## src/rtl/gb_cpu_bus_responder.sv

```systemverilog
// CPU bus responder: decodes Z80-style strobes, stalls the CPU with WAIT_n
// and turns memory cycles into single-beat req/ack transactions on a slower
// backing-memory port. Holds one posted write with read-after-write
// forwarding and answers interrupt-acknowledge cycles with a vector byte.
module gb_cpu_bus_responder #(
  parameter logic [7:0] RD_IDLE_DATA = 8'hFF
) (
  input  logic        CLK_n,
  input  logic        RESET_n,
  input  logic [15:0] A,
  input  logic [7:0]  DO,
  input  logic        MREQ_n,
  input  logic        IORQ_n,
  input  logic        RD_n,
  input  logic        WR_n,
  input  logic        M1_n,
  output logic [7:0]  DI,
  output logic        WAIT_n,
  input  logic [7:0]  irq_vector,
  output logic        mem_req,
  output logic        mem_we,
  output logic [15:0] mem_addr,
  output logic [7:0]  mem_wdata,
  input  logic [7:0]  mem_rdata,
  input  logic        mem_ack
);

  typedef enum logic [1:0] {WB_EMPTY, WB_FILL, WB_PEND, WB_ISSUE} wb_state_t;
  typedef enum logic [1:0] {R_IDLE, R_WAITWB, R_REQ, R_DONE} rd_state_t;

  wb_state_t   wb_st, wb_nxt;
  rd_state_t   rd_st, rd_nxt;
  logic [15:0] wb_addr;
  logic [7:0]  wb_data;
  logic [7:0]  rd_data;

  logic rd_act, wr_act, inta;
  logic wb_full, fwd_hit, write_stall, ack;
  logic wb_load, wb_issue, rd_issue, rd_fwd;

  // M1_n is not needed: an IORQ with no RD/WR already identifies INTA.
  logic unused_m1;
  assign unused_m1 = M1_n;

  assign rd_act      = !MREQ_n & !RD_n;
  assign wr_act      = !MREQ_n & !WR_n;
  assign inta        = !IORQ_n & MREQ_n & RD_n & WR_n;
  assign wb_full     = (wb_st == WB_PEND) | (wb_st == WB_ISSUE);
  assign fwd_hit     = wb_full & (wb_addr == A);
  // A write can only be active in PEND/ISSUE if it started after the
  // buffered one closed, so it must wait for the drain.
  assign write_stall = wr_act & wb_full;
  // Acks arriving with no request outstanding are ignored.
  assign ack         = mem_ack & mem_req;

  // Write buffer next state. EMPTY captures on a level so a write that was
  // stalled behind a drain is picked up as soon as the buffer frees.
  always_comb begin
    wb_nxt   = wb_st;
    wb_load  = 1'b0;
    wb_issue = 1'b0;
    case (wb_st)
      WB_EMPTY: if (wr_act) begin
        wb_nxt  = WB_FILL;
        wb_load = 1'b1;
      end
      WB_FILL: begin
        if (wr_act) wb_load = 1'b1;
        else        wb_nxt  = WB_PEND;
      end
      WB_PEND: if (rd_st != R_REQ) begin
        wb_nxt   = WB_ISSUE;
        wb_issue = 1'b1;
      end
      WB_ISSUE: if (ack) wb_nxt = WB_EMPTY;
      default: wb_nxt = WB_EMPTY;
    endcase
  end

  // Read FSM next state. IDLE reacts to the strobe level (not only its edge)
  // so a strobe held across reset still gets served instead of hanging WAIT_n.
  always_comb begin
    rd_nxt   = rd_st;
    rd_issue = 1'b0;
    rd_fwd   = 1'b0;
    case (rd_st)
      R_IDLE: if (rd_act) begin
        if (fwd_hit) begin
          rd_nxt = R_DONE;
          rd_fwd = 1'b1;
        end else if (wb_st != WB_EMPTY) begin
          rd_nxt = R_WAITWB;
        end else begin
          rd_nxt   = R_REQ;
          rd_issue = 1'b1;
        end
      end
      R_WAITWB: if (wb_st == WB_EMPTY) begin
        rd_nxt   = R_REQ;
        rd_issue = 1'b1;
      end
      R_REQ:  if (ack)     rd_nxt = R_DONE;
      R_DONE: if (!rd_act) rd_nxt = R_IDLE;
      default: rd_nxt = R_IDLE;
    endcase
  end

  // State registers.
  always_ff @(posedge CLK_n or negedge RESET_n) begin
    if (!RESET_n) begin
      wb_st <= WB_EMPTY;
      rd_st <= R_IDLE;
    end else begin
      wb_st <= wb_nxt;
      rd_st <= rd_nxt;
    end
  end

  // Posted-write capture; last value seen while the strobe is low wins.
  always_ff @(posedge CLK_n or negedge RESET_n) begin
    if (!RESET_n) begin
      wb_addr <= '0;
      wb_data <= '0;
    end else if (wb_load) begin
      wb_addr <= A;
      wb_data <= DO;
    end
  end

  // Read data register. A forwarded hit is also latched so DI stays right
  // if the buffer drains while the CPU is still finishing the read.
  always_ff @(posedge CLK_n or negedge RESET_n) begin
    if (!RESET_n)                   rd_data <= 8'hFF;
    else if (rd_st == R_REQ && ack) rd_data <= mem_rdata;
    else if (rd_fwd)                rd_data <= wb_data;
  end

  // Backend port: one outstanding request, dropped the cycle after ack.
  always_ff @(posedge CLK_n or negedge RESET_n) begin
    if (!RESET_n) begin
      mem_req   <= 1'b0;
      mem_we    <= 1'b0;
      mem_addr  <= '0;
      mem_wdata <= '0;
    end else if (rd_issue) begin
      mem_req  <= 1'b1;
      mem_we   <= 1'b0;
      mem_addr <= A;
    end else if (wb_issue) begin
      mem_req   <= 1'b1;
      mem_we    <= 1'b1;
      mem_addr  <= wb_addr;
      mem_wdata <= wb_data;
    end else if (ack) begin
      mem_req <= 1'b0;
    end
  end

  // CPU-facing read data mux and stall.
  always_comb begin
    DI = RD_IDLE_DATA;
    if (inta)                            DI = irq_vector;
    else if (rd_act && fwd_hit)          DI = wb_data;
    else if (rd_act && rd_st == R_DONE)  DI = rd_data;
    WAIT_n = !((rd_act & !fwd_hit & (rd_st != R_DONE)) | write_stall);
  end

endmodule

```

## config.mk

```make
export PLATFORM = sky130hd
export DESIGN_NAME = gb_cpu_bus_responder
export DESIGN_NICKNAME = d
export VERILOG_FILES = /design/src/rtl/gb_cpu_bus_responder.sv
export SDC_FILE = /design/constraint.sdc
export NUM_CORES = 1
export LEC_CHECK = 0
export CORE_MARGIN = 2
export CORE_UTILIZATION = 45
export DETAILED_ROUTE_END_ITERATION = 12
export GPL_ROUTABILITY_DRIVEN = 1
export HOLD_SLACK_MARGIN = 0.06
export PLACE_DENSITY = 0.71
export SLEW_MARGIN = 20
export SYNTH_ARGS = -nofsm -noshare
export SYNTH_HDL_FRONTEND = slang
export SYNTH_SLANG_ARGS = --single-unit
```

## constraint.sdc

```tcl
create_clock -name CLK_n -period 3.4 [get_ports CLK_n]
set_clock_uncertainty 0.05 [all_clocks]
set_input_delay 0.68 -clock CLK_n [delete_from_list [all_inputs] [get_ports CLK_n]]
set_output_delay 0.68 -clock CLK_n [all_outputs]
set_load 0.05 [all_outputs]
```

==> reports/qor.yml, run 1 <==
clocking:
  hold_buffers: 0
  clk_pin_slew_worst_paths_ns: 0.07
  numCtsBuffers: 9
  clock-sinks: 62
  ctsHtreeMaxLevel: 3
  cts_buffer_depth: 2
  cts-root-buf: "clkbuf_8"
  cts_tree: "built"
  clk_latency_ns: 0.35
sta:
  rsz0062_at_grt: "false"
  worst_pin_slew_ns: 0.826
  final-hold-violation-count: 0
  setup_viol: 0
  finalCritPeriodShare: 0.939
  max_slew_margin: 0.450
  drv_slew: 0
  tns_ns: 0
  fin_ws_ns: 0.206
  fin_crit_ns: 3.19
  fmax_mhz: 313
synth:
  ys_top_cells_by_count: "54 x dfrtp_1, 36 x nor2_1, 34 x mux2_2"
  async_flop_share: 1.00
  yosysTopAreaCell: "dfrtp_1"
  syn_nets: 351
  synth_warnings: 0
  avgSynthCellArea_um2: 10.9
  synthTopCellsByArea: "dfrtp_1 42%, mux2_2 12%, dfstp_2 6.6%"
  synth_top_cell_area_share: 0.424
  ys_ff_latch: 62
  synth_most_common_cell: "dfrtp_1"
  seq_area_frac_synth: 0.490
  netlist_area_um2: 3190
  synth_edf_count: 0
  synth_cells: 293
  synth_flop_cell: "dfrtp_1"
  yosysUniqueCellTypes: 38
floorplanning:
  fp.dieArea_um2: 7780
  die_w_um: 88.2
  die_h_um: 88.2
  start_util: 0.467
  core_um2: 6830
  io_pins: 83
  rows: 30
global_routing:
  antenna_found_initial: 0
  grt_start_max_net_pins: 37
  grt_pass1_wl_um: 12200
  grt_pass1_vias: 2486
  overflow: 0
  grt_usage: 0.211
finish:
  layout-drive-gt1-share: 0.263
  final_cells: 496
  final_nets: 453
  finalCoreUtilization: 0.679
  antenna_cells: 0
  areaGrowthSynthToFinish_pct: 45.4
placed_design:
  io_buffers: 81
  gp_congestion: 0.795
  hpwl_um: 5320
  dpl.cell_count: 476
  pre_cts_slack_ns: -0.0970
setup_path:
  start_kind: "flop"
  crit_chain: "inv_1, ha_1, nor2_1, or3_4, nor2_4, buf_12, buf_6, nor3_1, a211oi_2, clkbuf_16"
  required_ns: 2.67
  cp.arrival_ns: 2.46
  cp_slowest_stage_delay_ns: 0.40
  worstSetupPathType: "reg2out"
  crit_buf_inv: 4
  cp-end-kind: "primary output"
  cp_max_fo: 8
  slowest_stage: "dfrtp_1"
  cp_top_family: "simple AND/OR/NAND/NOR gates"
worst_hold_path:
  min_path_type: "in2async"
power_and_ir_drop:
  p_total_w: 0.00436
  p_per_area_nw_per_um2: 940
  p_leak_nw: 2.18
  ir_worst_vdd_v: 0.000656
routing:
  postRouteAntennaNets: 0
  vias: 2578
  drt-pass1-iter-count: 4
  drt_iter0_drc: 136
  drc: 0
  wirelength_um: 7730
  wire_per_inst_um: 15.6
  via_per_inst: 5.20
run_status:
  status: "finished, final reports clean"
flow_run:
  cap_viol_max_count: 0
==> repair_timing <==
action,4_1_cts,5_1_grt
endpoints found under the setup margin,9,9
pin swaps,9,7
resized for setup,1,20
buffers inserted,0,4
==> routing by layer <==
layer | wire length [um] | vias to the layer above | GRT usage | share of wire
met5 | 0 | - | 0 | 0
met4 | 94 | 0 | 0.0689 | 0.012
met3 | 553 | 11 | 0.0745 | 0.072
met1 | 3400 | 1251 | 0.278 | 0.44
met2 | 3680 | 81 | 0.327 | 0.48
li1 | - | 1235 | - | -
==> worst reg2reg max path, stage by stage (launching register included) <==
cell and delay [ns]:
dfrtp_1 0.40, xor2_1 0.16, nor4_1 0.29, nand3_1 0.22, buf_4 0.19, buf_4 0.12, buf_4 0.13, nor3b_4 0.47
nand3b_1 0.18, nand3_1 0.11
==> registers in the layout, indices dropped and copies added (netlist names) <==
register   cells
mem_addr      16
mem_req        1
mem_wdata      8
mem_we         1
rd_data        8
rd_st          2
wb_addr       16
wb_data        8
wb_st          2
==> final timing paths <==
path / slack [ns] / depth (start not counted) / end / from
max in group asynchronous: 2.21 / 2 / wb_addr[8] / RESET_n
worst max register to register: 1.00 / 9 / rd_data[5] / wb_addr[2]
worst min-delay path: 0.38 / 1 / mem_we / RESET_n
min in group CLK_n: 0.46 / 2 / rd_data[4] / rd_data[4]
worst min register to register: 0.46 / 2 / rd_data[4] / rd_data[4]
worst max-delay path: 0.21 / 10 / DI[5] / wb_st[0]
==> cell type report <==
type / count / area, um^2
Fill cell: 534 / 2190
Multi-Input combinational cell: 213 / 1580
Sequential cell: 62 / 1560
Timing Repair Buffer: 103 / 1130
Clock buffer: 9 / 124
Tap cell: 96 / 120
Clock inverter: 7 / 97.6
Inverter: 6 / 22.5
==> placed cells by master (no fill, tap or decap), types with 2 or more instances in the layout <==
cell	synthesis	final
dfrtp_1	54	54
nand3b_1	8	8
mux2_2	34	34
mux2i_1	16	16
dfstp_2	8	8
ha_1	10	10
nor4_1	2	2
nand2_1	12	12
xor2_1	12	12
clkbuf_16	0	2
buf_4	0	20
bufinv_16	0	2
nand3_1	21	21
clkdlybuf4s50_1	0	55
buf_12	0	8
a21oi_1	18	18
a211oi_2	1	8
nor3_1	10	10
clkinv_2	0	2
nand2b_1	3	3
inv_1	6	6
dlymetal6s2s_1	0	16
xnor2_1	4	3
nor2_1	36	36
clkbuf_8	0	9
o21ai_0	3	3
==> cell families after synthesis <==
logic type,after synthesis,share of synthesized area
compound gates,35,0.0687
buf+inv,18,0.0271
xor+xnor,16,0.0439
simple gates,102,0.161
flops,62,0.490
mux,50,0.170
fa+ha+maj,10,0.0392
==> report_power, final <==
group / switching, W / total (W) / internal [W] / leakage [nW]
registers: 0.000290 / 0.00144 / 0.00115 / 0.720
clock network: 0.000313 / 0.000729 / 0.000416 / 0.111
logic: 0.00125 / 0.00219 / 0.000935 / 1.35
==> metrics by stage <==
step                      area [um^2]  hold slack, ns
after floorplan                  3220           0.334
after global placement           4320           0.444
after detailed placement         4320           0.451
after CTS                        4550           0.399
after global routing             4640           0.431
final                            4640           0.376
No activity file was read; power rests on OpenSTA's default activity.
==> run 2, diff against run 1 <==
--- a/config.mk
+++ b/config.mk
@@ -6,11 +6,11 @@
 export NUM_CORES = 1
 export LEC_CHECK = 0
 export CORE_MARGIN = 2
-export CORE_UTILIZATION = 45
+export CORE_UTILIZATION = 44
 export DETAILED_ROUTE_END_ITERATION = 12
 export GPL_ROUTABILITY_DRIVEN = 1
 export HOLD_SLACK_MARGIN = 0.06
-export PLACE_DENSITY = 0.71
+export PLACE_DENSITY = 0.72
 export SLEW_MARGIN = 20
 export SYNTH_ARGS = -nofsm -noshare
 export SYNTH_HDL_FRONTEND = slang
==> constraint.sdc (replaced) <==
create_clock -name CLK_n -period 2.6 [get_ports CLK_n]
set_clock_uncertainty 0.05 [all_clocks]
set_input_delay 0.52 -clock CLK_n [delete_from_list [all_inputs] [get_ports CLK_n]]
set_output_delay 0.52 -clock CLK_n [all_outputs]
set_load 0.05 [all_outputs]
==> run 2 against run 1 <==
Total power up 31%. The run now ends with negative setup slack left. Largest power group unchanged. Combinational power up 39%. Worst hold slack worse by 0.24 ns.
==> reports/qor.yml, run 2 (synthesis results as in run 1) <==
clocking:
  cts_buffer_depth: 2
  clock-sinks: 62
  ctsHtreeMaxLevel: 3
  cts-root-buf: "clkbuf_8"
  cts_tree: "built"
  clk_latency_ns: 0.33
  numCtsBuffers: 9
  clk_pin_slew_worst_paths_ns: 0.08
  hold_buffers: 0
finish:
  areaGrowthSynthToFinish_pct: 52.1
  final_common_cell: "clkdlybuf4s50_1"
  fin_area_um2: 4850
  top_regs: "mem_addr: 16 flops, wb_addr: 16 flops"
  multi_input_area_um2: 1720
  antenna_cells: 0
  final.fill_count: 562
  layout-drive-gt1-share: 0.320
  final_cell_mix: "55 x clkdlybuf4s50_1, 54 x dfrtp_1, 35 x nor2_1, 34 x mux2_2, 26 x buf_4"
  final_nets: 468
  register_area_um2: 1560
global_routing:
  antenna_found_initial: 0
  grt_pass1_wl_um: 12400
  grt_pass1_vias: 2558
  grt_usage: 0.206
  overflow: 0
  grt_start_max_net_pins: 63
floorplanning:
  core_um2: 7140
  start_util: 0.447
  die_h_um: 89.1
  io_pins: 83
  fp.dieArea_um2: 7950
  rows: 31
  die_w_um: 89.1
sta:
  rsz0062_at_grt: "true"
  fin_crit_ns: 2.83
  fin_hold_ws_ns: 0.139
  finalCritPeriodShare: 1.09
  drv_slew: 0
  fin_ws_ns: -0.230
  worst_pin_slew_ns: 0.647
  max_slew_margin: 0.567
  fmax_mhz: 353
  final-hold-violation-count: 0
  setup_viol: 9
power_and_ir_drop:
  p_total_w: 0.00572
  ir_worst_vdd_v: 0.000849
  p_leak_nw: 2.15
  p_per_area_nw_per_um2: 1180
routing:
  wirelength_um: 7880
  vias: 2644
  drt_iter0_drc: 133
  drt-pass1-iter-count: 4
  drc: 0
  wire_per_inst_um: 15.3
  postRouteAntennaNets: 0
  via_per_inst: 5.14
setup_path:
  r2r_start: "wb_addr[14]"
  crit_buf_inv: 4
  r2r_end: "rd_data[5]"
  r2r_cells: 8
  required_ns: 2.03
  cp-startpoint: "A[13]"
  cp_max_fo: 6
  crit_chain: "dlygate4sd2_1, xor2_1, nor4_2, nand3_2, nor2_4, buf_12, buf_4, nor3_2, a211oi_4, buf_12"
  cp-endpoint: "DI[6]"
  r2r_slack_ns: 0.62
  cp_slowest_stage_delay_ns: 0.27
  slowest_stage: "nor4_2"
  start_kind: "primary input"
  crit_path_frequent_cell: "buf_12"
  cp-end-kind: "primary output"
  cp.arrival_ns: 2.26
  cp_top_family: "simple AND/OR/NAND/NOR gates"
  cp.depth: 10
  worstSetupPathType: "in2out"
placed_design:
  gp_congestion: 0.825
  hpwl_um: 5360
  dpl_cell_area_um2: 4450
  pre_cts_slack_ns: -0.581
  io_buffers: 81
run_status:
  status: "finished, violations left"
  violations: "negative setup slack"
flow_run:
  cap_viol_max_count: 0
worst_hold_path:
  min_path_type: "in2async"
run 2: how the worst min path moves through the flow:
| stage | cells after the start | start | end | slack (ns) |
|---|---|---|---|---|
| final | 2 | RESET_n | wb_data[5] | 0.14 |
| after global routing | 2 | RESET_n | mem_wdata[5] | 0.16 |
| after CTS | 2 | RESET_n | wb_st[0] | 0.14 |
| after detailed placement | 1 | mem_wdata[5] | mem_wdata[5] | 0.44 |
| after global placement | 1 | mem_wdata[7] | mem_wdata[7] | 0.44 |
| after floorplan | 0 | RESET_n | mem_addr[0] | 0.17 |
run 2: what timing repair did:
item	4_1_cts	5_1_grt
setup buffers	12	4
endpoints found under the setup margin	9	9
resized for setup	44	4
pin swaps	22	8
run 2: layer usage:
| metal | part of all wire | global-route usage |
|---|---|---|
| met5 | 0 | 0 |
| met4 | 0.017 | 0.0746 |
| met3 | 0.055 | 0.0499 |
| met2 | 0.49 | 0.325 |
| met1 | 0.44 | 0.277 |
run 2: power by group:
part           leakage [nW]  internal [W]  switching [W]
combinational          1.34       0.00134        0.00170
sequential            0.720       0.00151       0.000393
clock                0.0913      0.000396       0.000377
total                  2.15       0.00324        0.00247
run 2: final cells by class:
| class | instances | area share |
|---|---|---|
| Clock buffer | 11 | 0.0312 |
| Clock inverter | 5 | 0.00697 |
| Inverter | 6 | 0.00464 |
| Multi-Input combinational cell | 213 | 0.354 |
| Sequential cell | 62 | 0.322 |
| Tap cell | 99 | 0.0255 |
| Timing Repair Buffer | 118 | 0.256 |
run 2: per-stage QoR:
stage	instances	utilization	setup TNS, ns
6_report	514	0.680	-1.67
5_1_grt	514	0.680	-2.69
4_1_cts	510	0.676	-1.58
3_5_place_dp	482	0.623	-5.00
3_3_place_gp	482	0.623	-5.03
2_1_floorplan	293	-	-0.0511
